`src/rtl/mmio_responder_pkg.sv`:
```
// Shared constants for the MMIO responder: region codes, register offsets, default width.
package mmio_responder_pkg;

    localparam int unsigned N_DEFAULT = 9;

    typedef enum logic [1:0] {
        REG_RAM = 2'b00,
        REG_LED = 2'b01,
        REG_SW  = 2'b10,
        REG_TMR = 2'b11
    } region_e;

    // Timer register offsets
    localparam logic [1:0] OFF_LOAD  = 2'd0;
    localparam logic [1:0] OFF_CTRL  = 2'd1;
    localparam logic [1:0] OFF_STAT  = 2'd2;
    localparam logic [1:0] OFF_COUNT = 2'd3;

    // Switch port offsets
    localparam logic [1:0] OFF_SW_DATA = 2'd0;
    localparam logic [1:0] OFF_SW_STAT = 2'd1;

endpackage

```
`src/rtl/mmio_responder_if.sv`:
```
// Processor-side MMIO bus: address, write data, write strobe, read data.
interface mmio_responder_if #(
    parameter int unsigned n = mmio_responder_pkg::N_DEFAULT
);
    logic [n-1:0] ADDR;
    logic [n-1:0] DOUT;
    logic         W;
    logic [n-1:0] DIN;

    modport master (output ADDR, output DOUT, output W, input  DIN);
    modport slave  (input  ADDR, input  DOUT, input  W, output DIN);
endinterface

```
`src/rtl/mmio_timer.sv`:
```
// Prescaled down-counter timer with optional auto-reload and sticky W1C expiry flag.
module mmio_timer
    import mmio_responder_pkg::*;
#(
    parameter int unsigned n        = N_DEFAULT,
    parameter int unsigned PRESCALE = 4
) (
    input  logic         clk,
    input  logic         resetn,
    input  logic         load_we_i,
    input  logic         ctrl_we_i,
    input  logic         stat_we_i,
    input  logic [n-1:0] wdata_i,
    output logic [n-1:0] load_val_o,
    output logic [n-1:0] count_o,
    output logic [1:0]   ctrl_o,
    output logic         expired_o
);

    localparam int unsigned PW = 8;
    localparam logic [PW-1:0] PS_LAST = PW'(PRESCALE - 1);

    logic [n-1:0]  load_val_q, load_val_d;
    logic [n-1:0]  count_q, count_d;
    logic [PW-1:0] ps_q, ps_d;
    logic [1:0]    ctrl_q, ctrl_d;
    logic          expired_q, expired_d;
    logic          running, tick, expire_set;

    // Next-state: prescaler, tick handling, then register writes (LOAD overrides a tick)
    always_comb begin
        load_val_d = load_val_q;
        count_d    = count_q;
        ps_d       = ps_q;
        ctrl_d     = ctrl_q;
        expired_d  = expired_q;
        expire_set = 1'b0;

        running = ctrl_q[0] && (count_q != '0);
        tick    = running && (ps_q == PS_LAST);

        if (running) begin
            ps_d = tick ? '0 : ps_q + PW'(1);
        end

        if (tick) begin
            if (count_q == n'(1)) begin
                expire_set = 1'b1;
                count_d    = ctrl_q[1] ? load_val_q : '0;
            end else begin
                count_d = count_q - n'(1);
            end
        end

        if (load_we_i) begin
            load_val_d = wdata_i;
            count_d    = wdata_i;
            ps_d       = '0;
            expire_set = 1'b0;
        end

        if (ctrl_we_i) begin
            ctrl_d = wdata_i[1:0];
        end

        if (stat_we_i && wdata_i[0]) begin
            expired_d = 1'b0;
        end
        if (expire_set) begin
            expired_d = 1'b1;
        end
    end

    // Timer state registers
    always_ff @(posedge clk or negedge resetn) begin
        if (!resetn) begin
            load_val_q <= '0;
            count_q    <= '0;
            ps_q       <= '0;
            ctrl_q     <= '0;
            expired_q  <= 1'b0;
        end else begin
            load_val_q <= load_val_d;
            count_q    <= count_d;
            ps_q       <= ps_d;
            ctrl_q     <= ctrl_d;
            expired_q  <= expired_d;
        end
    end

    assign load_val_o = load_val_q;
    assign count_o    = count_q;
    assign ctrl_o     = ctrl_q;
    assign expired_o  = expired_q;

endmodule

```
`src/rtl/mmio_responder.sv`:
```
// MMIO responder: region decode, LED register, synchronised switch port, timer, 1-cycle read mux.
module mmio_responder
    import mmio_responder_pkg::*;
#(
    parameter int unsigned n        = N_DEFAULT,
    parameter int unsigned PRESCALE = 4
) (
    input  logic            clk,
    input  logic            resetn,
    mmio_responder_if.slave bus,
    input  logic [n-1:0]    SW_IN,
    input  logic [n-1:0]    RAM_Q,
    output logic            RAM_WE,
    output logic [n-1:0]    LED
);

    region_e      wr_region;
    logic [1:0]   wr_off;
    logic         tmr_wr;

    logic [n-1:0] led_q, led_d;
    logic [n-1:0] sw_meta_q, sw_sync_q, sw_prev_q;
    logic         sw_changed_q, sw_changed_d;

    // rd_valid_q is cleared by reset so the read mux returns 0 until the first edge
    region_e      rd_region_q;
    logic [1:0]   rd_off_q;
    logic         rd_valid_q;

    logic [n-1:0] tmr_load_val, tmr_count;
    logic [1:0]   tmr_ctrl;
    logic         tmr_expired;
    logic [n-1:0] din_c;
    logic         unused_addr;

    assign wr_region   = region_e'(bus.ADDR[8:7]);
    assign wr_off      = bus.ADDR[1:0];
    assign tmr_wr      = bus.W && (wr_region == REG_TMR);
    assign RAM_WE      = bus.W && (wr_region == REG_RAM);
    assign unused_addr = ^bus.ADDR;

    // Next-state for LED and the switch-change flag (set beats W1C clear)
    always_comb begin
        led_d        = led_q;
        sw_changed_d = sw_changed_q;
        if (bus.W && (wr_region == REG_LED)) begin
            led_d = bus.DOUT;
        end
        if (bus.W && (wr_region == REG_SW) && (wr_off == OFF_SW_STAT) && bus.DOUT[0]) begin
            sw_changed_d = 1'b0;
        end
        if (sw_sync_q != sw_prev_q) begin
            sw_changed_d = 1'b1;
        end
    end

    // Top-level registers: LED, switch synchroniser chain, registered read select
    always_ff @(posedge clk or negedge resetn) begin
        if (!resetn) begin
            led_q        <= '0;
            sw_meta_q    <= '0;
            sw_sync_q    <= '0;
            sw_prev_q    <= '0;
            sw_changed_q <= 1'b0;
            rd_region_q  <= REG_RAM;
            rd_off_q     <= '0;
            rd_valid_q   <= 1'b0;
        end else begin
            led_q        <= led_d;
            sw_meta_q    <= SW_IN;
            sw_sync_q    <= sw_meta_q;
            sw_prev_q    <= sw_sync_q;
            sw_changed_q <= sw_changed_d;
            rd_region_q  <= wr_region;
            rd_off_q     <= wr_off;
            rd_valid_q   <= 1'b1;
        end
    end

    mmio_timer #(
        .n        (n),
        .PRESCALE (PRESCALE)
    ) u_timer (
        .clk        (clk),
        .resetn     (resetn),
        .load_we_i  (tmr_wr && (wr_off == OFF_LOAD)),
        .ctrl_we_i  (tmr_wr && (wr_off == OFF_CTRL)),
        .stat_we_i  (tmr_wr && (wr_off == OFF_STAT)),
        .wdata_i    (bus.DOUT),
        .load_val_o (tmr_load_val),
        .count_o    (tmr_count),
        .ctrl_o     (tmr_ctrl),
        .expired_o  (tmr_expired)
    );

    // Read mux driven by last cycle's region/offset, aligned with RAM_Q
    always_comb begin
        din_c = '0;
        if (rd_valid_q) begin
            unique case (rd_region_q)
                REG_RAM: din_c = RAM_Q;
                REG_LED: din_c = led_q;
                REG_SW: begin
                    case (rd_off_q)
                        OFF_SW_DATA: din_c = sw_sync_q;
                        OFF_SW_STAT: din_c = n'(sw_changed_q);
                        default:     din_c = '0;
                    endcase
                end
                REG_TMR: begin
                    case (rd_off_q)
                        OFF_LOAD:  din_c = tmr_load_val;
                        OFF_CTRL:  din_c = n'(tmr_ctrl);
                        OFF_STAT:  din_c = n'(tmr_expired);
                        default:   din_c = tmr_count;
                    endcase
                end
                default: din_c = '0;
            endcase
        end
    end

    assign bus.DIN = din_c;
    assign LED     = led_q;

endmodule

```
`src/flat_wrapper.sv`:
```
// flat-port wrapper written by rule: the top's interface ports become plain ports
module mmio_responder_flat import mmio_responder_pkg::*;
#(
    parameter int unsigned n        = N_DEFAULT,
    parameter int unsigned PRESCALE = 4
)
  (clk, resetn, SW_IN, RAM_Q, RAM_WE, LED, bus_ADDR, bus_DOUT, bus_W, bus_DIN);
  mmio_responder_if #(.n(n)) bus_i ();
  input  logic clk;
  input  logic resetn;
  input  logic [n-1:0] SW_IN;
  input  logic [n-1:0] RAM_Q;
  output logic RAM_WE;
  output logic [n-1:0] LED;
  input wire logic [$bits(bus_i.ADDR)-1:0] bus_ADDR;
  input wire logic [$bits(bus_i.DOUT)-1:0] bus_DOUT;
  input wire logic [$bits(bus_i.W)-1:0] bus_W;
  output wire logic [$bits(bus_i.DIN)-1:0] bus_DIN;
  assign bus_i.ADDR = bus_ADDR;
  assign bus_i.DOUT = bus_DOUT;
  assign bus_i.W = bus_W;
  assign bus_DIN = bus_i.DIN;
  mmio_responder #(.n(n), .PRESCALE(PRESCALE)) u_core (.clk(clk), .resetn(resetn), .bus(bus_i), .SW_IN(SW_IN), .RAM_Q(RAM_Q), .RAM_WE(RAM_WE), .LED(LED));
endmodule
```
`config.mk`:
```
export PLATFORM = sky130hd
export DESIGN_NAME = mmio_responder_flat
export DESIGN_NICKNAME = d
export VERILOG_FILES = /design/src/rtl/mmio_responder_pkg.sv /design/src/rtl/mmio_responder_if.sv /design/src/rtl/mmio_timer.sv /design/src/rtl/mmio_responder.sv /design/src/flat_wrapper.sv
export SDC_FILE = /design/constraint.sdc
export NUM_CORES = 1
export LEC_CHECK = 0
export ABC_AREA = 1
export CAP_MARGIN = 10
export CORE_MARGIN = 4
export CORE_UTILIZATION = 35
export DETAILED_ROUTE_END_ITERATION = 12
export PLACE_DENSITY = 0.65
export SLEW_MARGIN = 25
export SYNTH_ARGS = -nofsm -noshare
export SYNTH_HDL_FRONTEND = slang
export SYNTH_SLANG_ARGS = --single-unit
```
`constraint.sdc`:
```
create_clock -name clk -period 4.7 [get_ports clk]
set_clock_uncertainty 0.2 [all_clocks]
set_input_delay 0.94 -clock clk [delete_from_list [all_inputs] [get_ports clk]]
set_output_delay 0.94 -clock clk [all_outputs]
set_load 0.02 [all_outputs]
```
==> run metrics <==
run status=finished, final reports clean; CP max stage cell=clkdlybuf4s50_1; Setup Fix Bufs, Post-CTS=0; die area=11550 sq um; mean post-synth cell area=8.661 sq um; drt pass-1 iters=4; EDFF count, synth=0; Syn Nets=443; port bufs=52; Final Max Tran Viols=0; global-route wire length before repair=14280 microns; dominant synthesized flop cell=dfrtp_1; Antenna Cells=0; crit start category=flip-flop; initial core utilization=0.3578; Clock Pin Slew Worst Setup and Hold Paths=80 ps; Layout Utilization=0.4472; crit share post-route=0.7740; Cell Count, Final, Fillers Out=598; Nets=503; Post-DP HPWL=6303 microns; synth warn=0; final hold vios=0; # fillers=956; Vias/cell=4.737; slew margin rel.=0.6158; Max Used Layer=met4; total design power=1.863 mW; # Max-Cap Violations=0; Num CTS Buffers=9; die width=107.5 microns; crit path time final=3638 ps; routed wl met3=296 microns; synth unique cells=38; fmax=274.9 MHz; Setup CP Type=flip-flop to primary output; share of layout cells above drive strength 1=0.1204; CP peak stage delay=640 ps; DR iter-0 viols=133; CP most frequent cell=nand2_1; DR WL met2=4133 microns; #FFs+latches synth=71; gpl congestion=0.8765; Post-Place Cells=582; crit path max fanout=11; core area=9684 sq um; Cells after Synth=400; Detail Route Antenna Nets=0; Setup Total Neg Slack=0 ps; register area share after synthesis=0.5128; worst slew pin tran=574.9 ps; Leak=1.971 nW; final setup fails=0; Power Dens Cells=430.2 nW/um^2; IO Count=58; Clock Root Buffer=clkbuf_8; total grt overflow=0; routed vias=2833; data required time of the worst path=3560 ps; Data arrival, critical path=2500 ps; # resized after CTS=0; CTS tree=done; Total GRT Usage=0.1568; RSZ-0062 raised after global routing=false; Site Rows=36; hold_ws=152.6 ps; antenna violations before repair=0; number of global-route vias before repair=2936; ys async rst share=1.000; clock sinks=71; CP Cell Sequence=inv_1 > nand2_1 > nor3_4 > nand2_1 > a31oi_1 > clkdlybuf4s50_1; DRC viols=0; H-tree levels=3; Routed Wire Length=8333 microns; clk_lat worst skew=350 ps; Hold WC Path Type=flip-flop to flip-flop; WL/cell=13.93 microns; Setup crit end kind=primary output; die height=107.5 microns; area grow syn2layout=24.99%; cts hold-fix bufs=0; wire length on met1=3823 microns; VDD IR-drop max=290.2 uV; clk buf depth=2; largest net degree at the start of global routing=42; Synth Cell Area=3465 sq um
[placed cells by master (no fill, tap or decap), types with 3 or more instances in the layout]
cell type / netlist / final
nand2_1: 102 / 102
dfrtp_1: 71 / 71
clkdlybuf4s50_1: 0 / 51
inv_1: 40 / 40
o21ai_0: 34 / 34
nor2_1: 29 / 29
nand3_1: 29 / 29
clkbuf_8: 0 / 9
o22ai_1: 8 / 8
a21oi_1: 8 / 8
nand4_1: 7 / 7
mux2_2: 7 / 7
a31oi_1: 6 / 6
xor2_1: 6 / 6
inv_2: 5 / 5
nand2_4: 5 / 5
nor2_4: 4 / 4
nor2_2: 4 / 4
ha_1: 4 / 4
nand2_2: 3 / 3
clkinvlp_4: 0 / 3
inv_6: 0 / 3
[worst paths after layout]
check	from	end	slack (ps)	depth (start not counted)
hold reg to reg	u_core.sw_meta_q[2]	u_core.sw_sync_q[2]	150	0
setup / recovery	u_core.rd_off_q[0]	bus_DIN[1]	1060	6
hold / removal	u_core.sw_meta_q[2]	u_core.sw_sync_q[2]	150	0
max in group asynchronous	resetn	u_core.u_timer.count_o[0]	3130	2
setup reg to reg	u_core.u_timer.count_o[0]	u_core.u_timer.count_o[8]	2890	11
min in group asynchronous	resetn	u_core.u_timer.ps_q[4]	370	1
[synthesized netlist by cell type (all sizes together), types with 3 or more instances]
cell | instances | share of area
ha | 4 | 0.014
a21oi | 8 | 0.012
o22ai | 8 | 0.014
nand2 | 110 | 0.13
o21ai | 38 | 0.057
nor2 | 37 | 0.052
nand3 | 31 | 0.050
mux2 | 7 | 0.023
nor3 | 3 | 0.0076
buf | 4 | 0.0083
xor2 | 6 | 0.015
nand4 | 7 | 0.013
inv | 47 | 0.052
a31oi | 6 | 0.011
dfrtp | 71 | 0.51
[power breakdown]
group / internal (mW) / switching (mW) / leakage (nW)
Sequential: 0.712 / 0.103 / 0.853
Clock: 0.251 / 0.257 / 0.0929
Combinational: 0.220 / 0.320 / 1.02
[state kept, by name (all words and copies together), names as in the netlist, 8 cells and up]
register / flops
u_core.u_timer.count_o: 9
u_core.sw_sync_q: 9
u_core.sw_prev_q: 9
u_core.sw_meta_q: 9
u_core.u_timer.ps_q: 8
u_core.u_timer.load_val_o: 9
u_core.LED: 9
[cells by family after synthesis]
| kind of cell | Yosys count | synth area share |
|---|---|---|
| xor+xnor | 7 | 0.01770 |
| compound gates | 68 | 0.1120 |
| mux | 7 | 0.02275 |
| flops | 71 | 0.5128 |
| simple gates | 190 | 0.2575 |
| buf+inv | 52 | 0.06175 |
| fa+ha+maj | 4 | 0.01445 |
| other cells | 1 | 0.001082 |
[layer usage]
metal / track usage / up-vias
li1: - / 1432
met1: 0.1972 / 1345
met2: 0.2651 / 49
met3: 0.03599 / 7
met4: 0.05320 / 0
met5: 0 / -
[per-stage QoR]
stage	setup slack (ps)	area, sq um
6_report	1062	4330
5_1_grt	818.8	4330
4_1_cts	1015	4328
3_5_place_dp	1156	4125
3_3_place_gp	1160	4125
2_1_floorplan	2123	3465
[cell type report]
type                       count  area, sq um  share of cell area
inverter                      48        185.2             0.04276
multi-input combinational    277         1474              0.3404
sequential                    71         1777              0.4103
clock inverter                 7        78.83             0.01820
timing repair buffer          53        525.5              0.1214
clock buffer                   9        123.9             0.02860
tap                          133        166.4             0.03843
[worst max-delay path: cells and delay by family, from the launching register on]
kind	cells	cell delay, ps
buffers and inverters	2	720
and+or+nand+nor	3	770
AOI/OAI and AO/OA	1	250
DFF	1	410
(Power assumes the default switching activity.)
